## src/rtl/keypad_scan_ctrl.sv

```systemverilog
// 4x3 keypad scanner: row sequencing, column synchronizer, press/release debounce and two-digit history.
// Optional feature macro KEYPAD_STAR_HASH_EN: when defined, * and # register as 4'hE / 4'hF.
module keypad_scan_ctrl #(
    parameter int ROW_DWELL    = 256,
    parameter int DEBOUNCE_CNT = 50000
) (
    input  logic       int_osc,
    input  logic       reset,
    input  logic [2:0] col,
    output logic [3:0] r_sel,
    output logic       key_valid,
    output logic [3:0] key_code,
    output logic [3:0] digit_new,
    output logic [3:0] digit_old
);

    localparam int CNT_MAX = (ROW_DWELL > DEBOUNCE_CNT) ? ROW_DWELL : DEBOUNCE_CNT;
    localparam int CW      = $clog2(CNT_MAX) + 1;
    localparam logic [CW-1:0] DWELL_LAST = CW'(ROW_DWELL - 1);
    localparam logic [CW-1:0] DEB_LAST   = CW'(DEBOUNCE_CNT - 1);
    localparam logic [CW-1:0] CNT_ONE    = CW'(1);

`ifdef KEYPAD_STAR_HASH_EN
    localparam logic STAR_HASH_EN = 1'b1;
`else
    localparam logic STAR_HASH_EN = 1'b0;
`endif

    typedef enum logic [1:0] {
        ST_SCAN     = 2'd0,
        ST_DEBOUNCE = 2'd1,
        ST_HELD     = 2'd2,
        ST_RELEASE  = 2'd3
    } state_t;

    state_t        state_q, state_d;
    logic [CW-1:0] cnt_q, cnt_d;
    logic [1:0]    row_q, row_d;
    logic [2:0]    pat_q, pat_d;
    logic [3:0]    r_sel_q, r_sel_d;
    logic          key_valid_q, key_valid_d;
    logic [3:0]    key_code_q, key_code_d;
    logic [3:0]    digit_new_q, digit_new_d;
    logic [3:0]    digit_old_q, digit_old_d;
    logic [2:0]    sync1_q;
    logic [2:0]    col_s_q;

    logic          col_pressed_s;
    logic          col_idle_s;
    logic [1:0]    cap_col_s;
    logic [3:0]    cap_code_s;
    logic          cap_is_sym_s;
    logic          reg_en_s;

    function automatic logic [1:0] first_low_col(input logic [2:0] pat);
        logic [1:0] c;
        if (!pat[0]) begin
            c = 2'd0;
        end else if (!pat[1]) begin
            c = 2'd1;
        end else begin
            c = 2'd2;
        end
        return c;
    endfunction

    function automatic logic [3:0] key_map(input logic [1:0] row, input logic [1:0] c);
        logic [3:0] code;
        case ({row, c})
            4'b00_00: code = 4'h1;
            4'b00_01: code = 4'h2;
            4'b00_10: code = 4'h3;
            4'b01_00: code = 4'h4;
            4'b01_01: code = 4'h5;
            4'b01_10: code = 4'h6;
            4'b10_00: code = 4'h7;
            4'b10_01: code = 4'h8;
            4'b10_10: code = 4'h9;
            4'b11_00: code = 4'hE;
            4'b11_01: code = 4'h0;
            4'b11_10: code = 4'hF;
            default:  code = 4'h0;
        endcase
        return code;
    endfunction

    function automatic logic [3:0] row_drive(input logic [1:0] row);
        logic [3:0] drv;
        case (row)
            2'd0:    drv = 4'b1110;
            2'd1:    drv = 4'b1101;
            2'd2:    drv = 4'b1011;
            2'd3:    drv = 4'b0111;
            default: drv = 4'b1110;
        endcase
        return drv;
    endfunction

    assign col_pressed_s = ~(&col_s_q);
    assign col_idle_s    = &col_s_q;
    assign cap_col_s     = first_low_col(pat_q);
    assign cap_code_s    = key_map(row_q, cap_col_s);
    // * sits in column 0 and # in column 2 of the bottom row; only 0 (column 1) is a digit there.
    assign cap_is_sym_s  = (row_q == 2'd3) && (cap_col_s != 2'd1);
    assign reg_en_s      = STAR_HASH_EN || !cap_is_sym_s;

    // Two-flop synchronizer for the asynchronous column inputs; idles high like the pull-ups.
    always_ff @(posedge int_osc or posedge reset) begin
        if (reset) begin
            sync1_q <= 3'b111;
            col_s_q <= 3'b111;
        end else begin
            sync1_q <= col;
            col_s_q <= sync1_q;
        end
    end

    // State, counter, row and output registers.
    always_ff @(posedge int_osc or posedge reset) begin
        if (reset) begin
            state_q     <= ST_SCAN;
            cnt_q       <= '0;
            row_q       <= 2'd0;
            pat_q       <= 3'b111;
            r_sel_q     <= 4'b1110;
            key_valid_q <= 1'b0;
            key_code_q  <= 4'h0;
            digit_new_q <= 4'h0;
            digit_old_q <= 4'h0;
        end else begin
            state_q     <= state_d;
            cnt_q       <= cnt_d;
            row_q       <= row_d;
            pat_q       <= pat_d;
            r_sel_q     <= r_sel_d;
            key_valid_q <= key_valid_d;
            key_code_q  <= key_code_d;
            digit_new_q <= digit_new_d;
            digit_old_q <= digit_old_d;
        end
    end

    // Next-state logic for the scan / debounce / held / release sequence.
    always_comb begin
        state_d     = state_q;
        cnt_d       = cnt_q;
        row_d       = row_q;
        pat_d       = pat_q;
        r_sel_d     = r_sel_q;
        key_valid_d = 1'b0;
        key_code_d  = key_code_q;
        digit_new_d = digit_new_q;
        digit_old_d = digit_old_q;

        case (state_q)
            ST_SCAN: begin
                if (cnt_q == DWELL_LAST) begin
                    cnt_d = '0;
                    if (col_pressed_s) begin
                        pat_d   = col_s_q;
                        state_d = ST_DEBOUNCE;
                    end else begin
                        row_d   = row_q + 2'd1;
                        r_sel_d = row_drive(row_q + 2'd1);
                    end
                end else begin
                    cnt_d = cnt_q + CNT_ONE;
                end
            end
            ST_DEBOUNCE: begin
                if (col_s_q != pat_q) begin
                    state_d = ST_SCAN;
                    cnt_d   = '0;
                end else if (cnt_q == DEB_LAST) begin
                    state_d = ST_HELD;
                    cnt_d   = '0;
                    if (reg_en_s) begin
                        key_valid_d = 1'b1;
                        key_code_d  = cap_code_s;
                        digit_old_d = digit_new_q;
                        digit_new_d = cap_code_s;
                    end else begin
                        key_valid_d = 1'b0;
                    end
                end else begin
                    cnt_d = cnt_q + CNT_ONE;
                end
            end
            ST_HELD: begin
                if (col_idle_s) begin
                    state_d = ST_RELEASE;
                    cnt_d   = '0;
                end else begin
                    state_d = ST_HELD;
                end
            end
            ST_RELEASE: begin
                if (!col_idle_s) begin
                    state_d = ST_HELD;
                    cnt_d   = '0;
                end else if (cnt_q == DEB_LAST) begin
                    state_d = ST_SCAN;
                    cnt_d   = '0;
                    row_d   = row_q + 2'd1;
                    r_sel_d = row_drive(row_q + 2'd1);
                end else begin
                    cnt_d = cnt_q + CNT_ONE;
                end
            end
            default: begin
                state_d = ST_SCAN;
                cnt_d   = '0;
            end
        endcase
    end

    assign r_sel     = r_sel_q;
    assign key_valid = key_valid_q;
    assign key_code  = key_code_q;
    assign digit_new = digit_new_q;
    assign digit_old = digit_old_q;

endmodule
```

## config.mk

```make
export PLATFORM = sky130hd
export DESIGN_NAME = keypad_scan_ctrl
export DESIGN_NICKNAME = d
export VERILOG_FILES = /design/src/rtl/keypad_scan_ctrl.sv
export SDC_FILE = /design/constraint.sdc
export NUM_CORES = 1
export LEC_CHECK = 0
export CORE_AREA = 2 2 105 56
export DETAILED_ROUTE_END_ITERATION = 16
export DIE_AREA = 0 0 107 58
export GPL_ROUTABILITY_DRIVEN = 0
export GPL_TIMING_DRIVEN = 0
export PLACE_DENSITY = 0.67
export SLEW_MARGIN = 20
export SYNTH_ARGS = -nofsm -noshare
export SYNTH_HDL_FRONTEND = slang
export SYNTH_SLANG_ARGS = --single-unit
```

## constraint.sdc

```tcl
create_clock -name int_osc -period 4.4 [get_ports int_osc]
set_clock_uncertainty 0.15 [all_clocks]
set_input_delay 0.66 -clock int_osc [delete_from_list [all_inputs] [get_ports int_osc]]
set_output_delay 0.66 -clock int_osc [all_outputs]
set_load 0.1 [all_outputs]
```

# Word-level counts from Yosys, hierarchy flattened
# Memories as Yosys holds them, arrays and structs flattened. A register that Yosys moved wholly into a read port is not among the register bits.
# Cells that the tools add are included.
# Widths: inputs -> output; s select.
[word_totals]
regBits = 39
romBits = 64
in_bits = 5
out_inout_bits = 17
wordCells = 74
memories = 1
[mem_list]
columns = ["name", "words", "word_bits", "rd", "rd_clocked_by_memory_dff", "write_ports", "line_no", "rtl"]
rows = [
  ["(name not given)", 16, 4, 1, 1, 0, "69", "case ({row, c})"],
]
[op_classes]
n_addsub = 2
n_eq_ne = 19
muxes = 31
n_bitwise = 3
n_reduce_logical = 9
[ops]
columns = ["cell", "count"]
rows = [
  ["$mux 17", 5],
  ["$pmux 17 s4", 1],
  ["$mux 2", 12],
  ["$add 17x1->17 const B", 1],
  ["$eq 17x16->1 const B", 1],
  ["$eq 17x8->1 const B", 1],
  ["$mux 4", 4],
  ["$pmux 4 s4", 1],
  ["$ne 2x2->1 const B", 6],
  ["$eq 2x2->1 const B", 5],
  ["$pmux 2 s4", 1],
  ["$pmux 4 s2", 1],
  ["$reduce_and 4->1", 2],
  ["$ne 3x3->1 const B", 2],
  ["$reduce_and 3->1", 2],
  ["$mux 1", 5],
  ["$reduce_and 5->1", 1],
  ["$eq 2x1->1 const B", 2],
  ["$logic_not 2->1", 2],
  ["$pmux 2 s2", 1],
  ["$ne 3x3->1", 1],
  ["$not 1->1", 3],
  ["$add 2x1->2 const B", 1],
  ["$ne 2x1->1 const B", 1],
  ["2 further kinds", 2],
]

# Longest topological paths before layout
# Gate-level depths: netlist of run 1.
[depth]
ltp_word = 8
ltp_mapped = 7
mapped_depth_nobuf = 5

# Worst setup path before layout of run 1
# No wires, ideal clock.
[synth_timing]
kind = "register to register"
start = "register cnt_q[0]"
end = "register pat_q[0]"
setup_ps = 80
arrival_ps = 2093
t_required_ps = 4170
setup_slack_ps = 2078
path_stages_with_launch = 6
n_path_buf = 0
synth_period_minus_slack_ps = 2322
path_cell_list = "dfrtp_1 ha_1 or4b_1 or3_1 or4_4 o22a_1"
[synth_between]
elab_chain_len = 2
[synth_lines]
columns = ["item", "line_no", "rtl"]
rows = [
  ["start: declaration", "37", "logic [CW-1:0] cnt_q, cnt_d;"],
  ["start signal: assignment", "132", "cnt_q <= cnt_d;"],
  ["$eq 17x8->1", "157", "if (cnt_q == DWELL_LAST) begin"],
  ["$reduce_and 3->1 (no source line)", "n/a", ""],
  ["end signal: assignment", "134", "pat_q <= pat_d;"],
  ["end: declaration", "39", "logic [2:0] pat_q, pat_d;"],
]
# Every way passes these cells.
# A chain may end at the register's enable or synchronous reset.

# Worst setup path in the final report of run 1
[layout_timing]
start = "register cnt_q[4]"
end = "register cnt_q[8]"
[layout_between]
elab_chain_len = 4
word_cells_on_any_way = 8
classes_between = "add/sub: 1; eq/ne: 2; mux: 5"
[layout_lines]
columns = ["item", "line_no", "rtl"]
rows = [
  ["$add 17x1->17 or $eq 17x16->1 (tied branches)", "n/a", ""],
  ["$mux 17", "174, 201", ""],
  ["$mux 17 (on tied branches)", "198, 171", ""],
  ["$pmux 17 s4 *", "155", "case (state_q)"],
]
# Every way passes the cells marked *; elsewhere a longest branch is shown, timed or not.

==> flow_summary.json, run 1 <==
{
  "ir_drop_v": 0.000149,
  "cts.htree.levels": 2,
  "vias": 1762,
  "num_antenna_cells": 0,
  "synthArstFlopShare_pct": 100,
  "worstPathRequired_ps": 4400,
  "yosys_warnings": 0,
  "finalPower_w": 0.000772,
  "drt_iter0_drc": 85,
  "numCtsBuffers": 5,
  "status": "complete, no violations",
  "grt_overflow": 0,
  "core_area_mm2": 0.00530,
  "synth_nets": 232,
  "die_height_um": 58,
  "yosysSeqAreaShare_pct": 47.2,
  "cts.sinks": 43,
  "synth_top_area_share_pct": 33.6,
  "first_pass_iters": 4,
  "fillers": 494,
  "nets": 261,
  "initial_core_util_pct": 43.6,
  "clk_latency_ps": 310,
  "drv_slew": 0,
  "ys_ff_latch": 43,
  "synthFlopType": "dfrtp_1",
  "stdcell_area_mm2": 0.00276,
  "cts_resized": 0,
  "wl_per_cell_um": 15.2,
  "viasPerCell": 5.46,
  "ant_nets": 0,
  "yosys-top-cells-area": "dfrtp_1 34%, dfstp_2 14%, mux2_2 4.4%, ha_1 3.8%, xor2_1 3.4%",
  "post-route-min-period_ps": 3020,
  "clk_pin_slew_ps": 90,
  "max_freq_mhz": 331,
  "yosys.area.top_type": "dfrtp_1",
  "synth-edff-count": 0,
  "rsz0062_at_grt": "no",
  "root_buffer": "clkbuf_8",
  "max-cap-violations": 0,
  "syn2layout_area_growth_pct": 19.6,
  "grt_max_degree": 30,
  "fin_setup_tns_ps": 0,
  "antenna_found_initial": 0,
  "grt_pass1_vias": 1457,
  "hold_class": "register to register",
  "start_kind": "register",
  "placedInstanceArea_mm2": 0.00263,
  "synth_cell_types": 46,
  "synth_area_mm2": 0.00231,
  "syn_area_per_cell_um2": 10.5,
  "synth_cells": 220,
  "p_leak_nw": 1.13,
  "cp-end-kind": "register",
  "power_density_mw_per_mm2": 279,
  "cp_max_fo": 10,
  "chipWidth_um": 107,
  "setup_viol": 0,
  "hpwl_um": 3630,
  "post-cts-setup-buffers": 0,
  "grt_pass1_wl_um": 7970,
  "die_area_mm2": 0.00621,
  "worstMarginPinSlew_ps": 970,
  "io_buffers": 21,
  "holdBufCountCts": 0,
  "cts_buffer_depth": 2,
  "cp.arrival_ps": 3020,
  "row_count": 19,
  "wirelength_um": 4900,
  "period_share_pct": 68.7,
  "hold_viol_final": 0,
  "grt.total_usage_pct": 17.4,
  "drive_gt1_share_pct": 16.4,
  "cts_tree": "yes",
  "crit_type": "register to register",
  "worst_slew_margin_rel_pct": 35.1,
  "io_pins": 22,
  "route.detailed.drc": 0
}
-- worst max-delay path, stage by stage (launching register included) --
cell	delay [ps]
dfrtp_1	420
nor4b_1	680
nand4_1	440
o211ai_1	500
clkbuf_1	500
a22oi_1	170
-- synth_stat cells (2+ instances only) --
library cell  number
mux2i_1            6
xor2_1             9
nor4b_1            2
clkbuf_1          11
o21ai_0           12
buf_2              2
and4_1             3
inv_1             10
or3_1              8
or4b_1             2
nor2_1             8
dfrtp_1           31
o2111ai_1          3
dfstp_2           12
buf_4              4
o211ai_1           6
nand2_1            7
a21oi_1           13
nand3_1            3
a22oi_1            9
ha_1               7
nor4_1             3
and2_1             3
nor3_1             4
o31ai_1            2
o22a_1             4
nand2b_1           2
nand4_1            7
mux2_2             9
and3_1             2
-- state kept, by name, indices dropped and copies added, names as in the netlist --
name       cells
col_s_q        3
r_sel          4
digit_new      4
row_q          2
digit_old      4
cnt_q         17
key_valid      1
state_q        2
sync1_q        3
pat_q          3
-- layout make-up --
class	instances	area (um2)	area share, %
Multi-Input combinational cell	149	1100	39.7
Tap cell	73	91.3	3.31
Clock buffer	6	93.8	3.40
Timing Repair Buffer	22	230	8.33
Inverter	10	37.5	1.36
Sequential cell	43	1090	39.5
Clock inverter	2	37.5	1.36
Buffer	18	85.1	3.08
-- cells in the final DEF (no fill, tap or decap), types with 4 or more instances in the layout --
master,n
clkbuf_8,5
nor3_1,4
nand2_1,7
o22a_1,4
dfstp_2,12
o21ai_0,12
clkdlybuf4s50_1,21
inv_1,9
nor2_1,8
a21oi_1,13
o211ai_1,6
ha_1,7
a22oi_1,9
clkbuf_1,11
mux2_2,9
mux2i_1,6
or3_1,8
dfrtp_1,31
xor2_1,9
buf_4,4
nand4_1,7
-- power by group --
group	internal, W	switching (W)
sequential	0.000400	0.00000185
clock	0.000204	0.000148
combinational	0.00000658	0.0000116
total	0.000610	0.000161
-- cell families after synthesis --
family	count (synthesis)	share of synthesized area, %
xor gates and xnor gates	10	3.79
and+or+nand+nor	62	17.2
AOI/OAI and AO/OA	55	15.7
muxes	15	6.99
buffers and inverters	28	5.31
DFF	43	47.2
adders and majority gates	7	3.79
-- per-stage QoR --
stage,instances,hold slack [ps],utilization [%],setup slack (ps)
final,323,209,52.1,1380
after global placement,314,197,49.3,1540
after floorplan,220,195,-,2080
after detailed placement,315,197,49.6,1510
after global routing,323,220,52.1,1240
after CTS,323,209,52.1,1500
-- layer usage --
layer  global-route usage [%]  share of wire (%)  up-vias
met3                     6.75                 10        9
met4                     5.57                1.1        0
li1                         -                  -      877
met1                     29.9                 54      810
met5                        0                  0        -
met2                     17.9                 35       66
-- final timing paths --
path                                 startpoint                   end  depth (start not counted)  slack (ps)
setup / recovery           cnt_q[4]$_DFFE_PP0P_  cnt_q[8]$_DFFE_PP0P_                          5        1380
hold / removal             sync1_q[2]$_DFF_PP1_  col_s_q[2]$_DFF_PP1_                          0         210
setup reg to reg           cnt_q[4]$_DFFE_PP0P_  cnt_q[8]$_DFFE_PP0P_                          5        1380
hold reg to reg            sync1_q[2]$_DFF_PP1_  col_s_q[2]$_DFF_PP1_                          0         210
max in group asynchronous                 reset  r_sel[3]$_DFFE_PP1P_                          3        3070
min in group asynchronous                 reset  cnt_q[1]$_DFFE_PP0P_                          2         480
Note: power is estimated with default switching activity, not from simulation.
==> run 2, diff against run 1 <==
--- a/config.mk
+++ b/config.mk
@@ -10,7 +10,7 @@
 export DIE_AREA = 0 0 107 58
 export GPL_ROUTABILITY_DRIVEN = 0
 export GPL_TIMING_DRIVEN = 0
-export PLACE_DENSITY = 0.67
+export PLACE_DENSITY = 0.69
 export SLEW_MARGIN = 20
 export SYNTH_ARGS = -nofsm -noshare
 export SYNTH_HDL_FRONTEND = slang
==> constraint.sdc (replaced) <==
create_clock -name int_osc -period 2.6 [get_ports int_osc]
set_clock_uncertainty 0.15 [all_clocks]
set_input_delay 0.39 -clock int_osc [delete_from_list [all_inputs] [get_ports int_osc]]
set_output_delay 0.39 -clock int_osc [all_outputs]
set_load 0.1 [all_outputs]
==> run 2 against run 1 <==
Critical path depth decreased by 4; global-route usage up 0.11 points; cell area up 1.9%; combinational power grew 75%; non-clock buffer count rose by 2; first-iteration DRC count is 71% higher; sequential power increased by 69%; routed wire length is 0.78% higher; via count increased by 1.6%; largest power group unchanged; flip-flop and latch count did not move.
==> flow_summary.json, run 2 (synthesis gave the netlist of run 1 again) <==
{
  "worst_slew_margin_rel_pct": 34.8,
  "core_area_mm2": 0.00530,
  "period_share_pct": 95.7,
  "cp-end-kind": "output port",
  "route.detailed.drc": 0,
  "fin_setup_tns_ps": 0,
  "syn2layout_area_growth_pct": 21.9,
  "busiest_layer": "met1",
  "viasPerCell": 5.51,
  "finalPower_w": 0.00134,
  "antenna_found_initial": 0,
  "grt_max_degree": 25,
  "largest_register_ffs": 17,
  "final_cell_mix": "30 x dfrtp_1, 21 x clkdlybuf4s50_1, 13 x a21oi_1",
  "num_antenna_cells": 0,
  "p_leak_nw": 1.16,
  "crit_type": "register to output port",
  "grt_pass1_wl_um": 8270,
  "cp_slowest_cell": "clkdlybuf4s50_1",
  "hold_viol_final": 0,
  "stdcell_area_mm2": 0.00282,
  "cts.sinks": 43,
  "layout_commonest_cell": "dfrtp_1",
  "drt_iter0_drc": 145,
  "die_area_mm2": 0.00621,
  "io_pins": 22,
  "first_pass_iters": 4,
  "placedInstanceArea_mm2": 0.00264,
  "numCtsBuffers": 5,
  "vias": 1791,
  "max-cap-violations": 0,
  "drive_gt1_share_pct": 19.4,
  "start_kind": "register",
  "cts.htree.levels": 2,
  "hold_class": "register to register",
  "cts_buffer_depth": 2,
  "grt.met2_usage_pct": 21.0,
  "crit_chain": "clkdlybuf4s50_1",
  "clk_pin_slew_ps": 80,
  "power_density_mw_per_mm2": 474,
  "wirelength_um": 4940,
  "worstPathRequired_ps": 2060,
  "ir_drop_v": 0.000282,
  "grt.total_usage_pct": 17.5,
  "nets": 263,
  "largest-register": "cnt_q",
  "chipWidth_um": 107,
  "r2r_slack_ps": 120,
  "setup_viol": 0,
  "hpwl_um": 3720,
  "critical_path_buf_inv_count": 1,
  "cp_max_fo": 2,
  "root_buffer": "clkbuf_8",
  "cts_tree": "yes",
  "initial_core_util_pct": 43.6,
  "clk_latency_ps": 300,
  "critical-path-max-stage-delay_ps": 1120,
  "max_freq_mhz": 402,
  "use_met3_pct": 5.29,
  "status": "complete, no violations",
  "die_height_um": 58,
  "use_met1_pct": 29.5,
  "io_buffers": 21,
  "worstMarginPinSlew_ps": 974,
  "cp.arrival_ps": 1950,
  "grt_pass1_vias": 1532,
  "row_count": 19,
  "ant_nets": 0,
  "cpLargestDelayFamily": "buffers and inverters",
  "post-route-min-period_ps": 2490,
  "grt_overflow": 0,
  "wl_per_cell_um": 15.2,
  "drv_slew": 0
}
-- run 2: cell types whose count changed in the layout (fill, tap and decap cells not counted), sizes merged --
| cell | before | now |
|---|---|---|
| bufinv | 1 | 2 |
| buf | 8 | 10 |
| clkbuf | 17 | 16 |
-- run 2: worst register-to-register path: cells and delay by family, from the launching register on --
kind                       cells  cell delay (ps)
AOI/OAI and AO/OA              1              200
and+or+nand+nor                3             1420
adders and majority gates      1              190
DFF                            1              440
-- run 2: where the power goes --
part / internal (W) / total [W] / switching [W]
clock: 0.000383 / 0.000623 / 0.000240
combinational: 0.0000123 / 0.0000319 / 0.0000196
sequential: 0.000677 / 0.000681 / 0.00000355
-- run 2: path summary, 6_finish.rpt --
kind / start / end / cells past startpoint
worst max-delay path: r_sel[3]$_DFFE_PP1P_ / r_sel[3] / 1
worst min-delay path: sync1_q[2]$_DFF_PP1_ / col_s_q[2]$_DFF_PP1_ / 0
worst max register to register: cnt_q[0]$_DFFE_PP0P_ / state_q[0]$_DFFE_PP0P_ / 5
worst min register to register: sync1_q[2]$_DFF_PP1_ / col_s_q[2]$_DFF_PP1_ / 0
max in group asynchronous: reset / r_sel[2]$_DFFE_PP1P_ / 3
min in group asynchronous: reset / cnt_q[1]$_DFFE_PP0P_ / 2
-- run 2: final cells by class --
class                   instances  area, um2
well taps                      73       91.3
inverters                      10       37.5
plain buffers                  18       87.6
flip-flops and latches         43       1090
clock buffers                   5       68.8
multi-input cells             149       1120
clock inverters                 3       67.6
fillers                       471       2480
repair buffers                 24        253
-- run 2: layer usage --
layer	vias up	routed length, um
met2	38	1800
met4	0	23
met1	879	2800
met3	2	314
li1	872	-
met5	-	0
-- run 2: stage by stage --
stage / utilization, % / hold WS (ps) / cells / setup WS [ps]
2_1_floorplan: - / 195 / 220 / 278
3_3_place_gp: 49.3 / 196 / 314 / -183
3_5_place_dp: 49.8 / 199 / 315 / -189
4_1_cts: 52.7 / 211 / 325 / 7.34
5_1_grt: 53.1 / 214 / 325 / -7.43
6_report: 53.1 / 210 / 325 / 112
-- run 2: what timing repair did --
item	4_1_cts	5_1_grt
buffers inserted	2	0
endpoints found under the setup margin	20	23
gates resized for setup	2	6
hold buffers	0	0
pin swaps	2	0
hold endpoints to repair	0	0
gates cloned	0	0
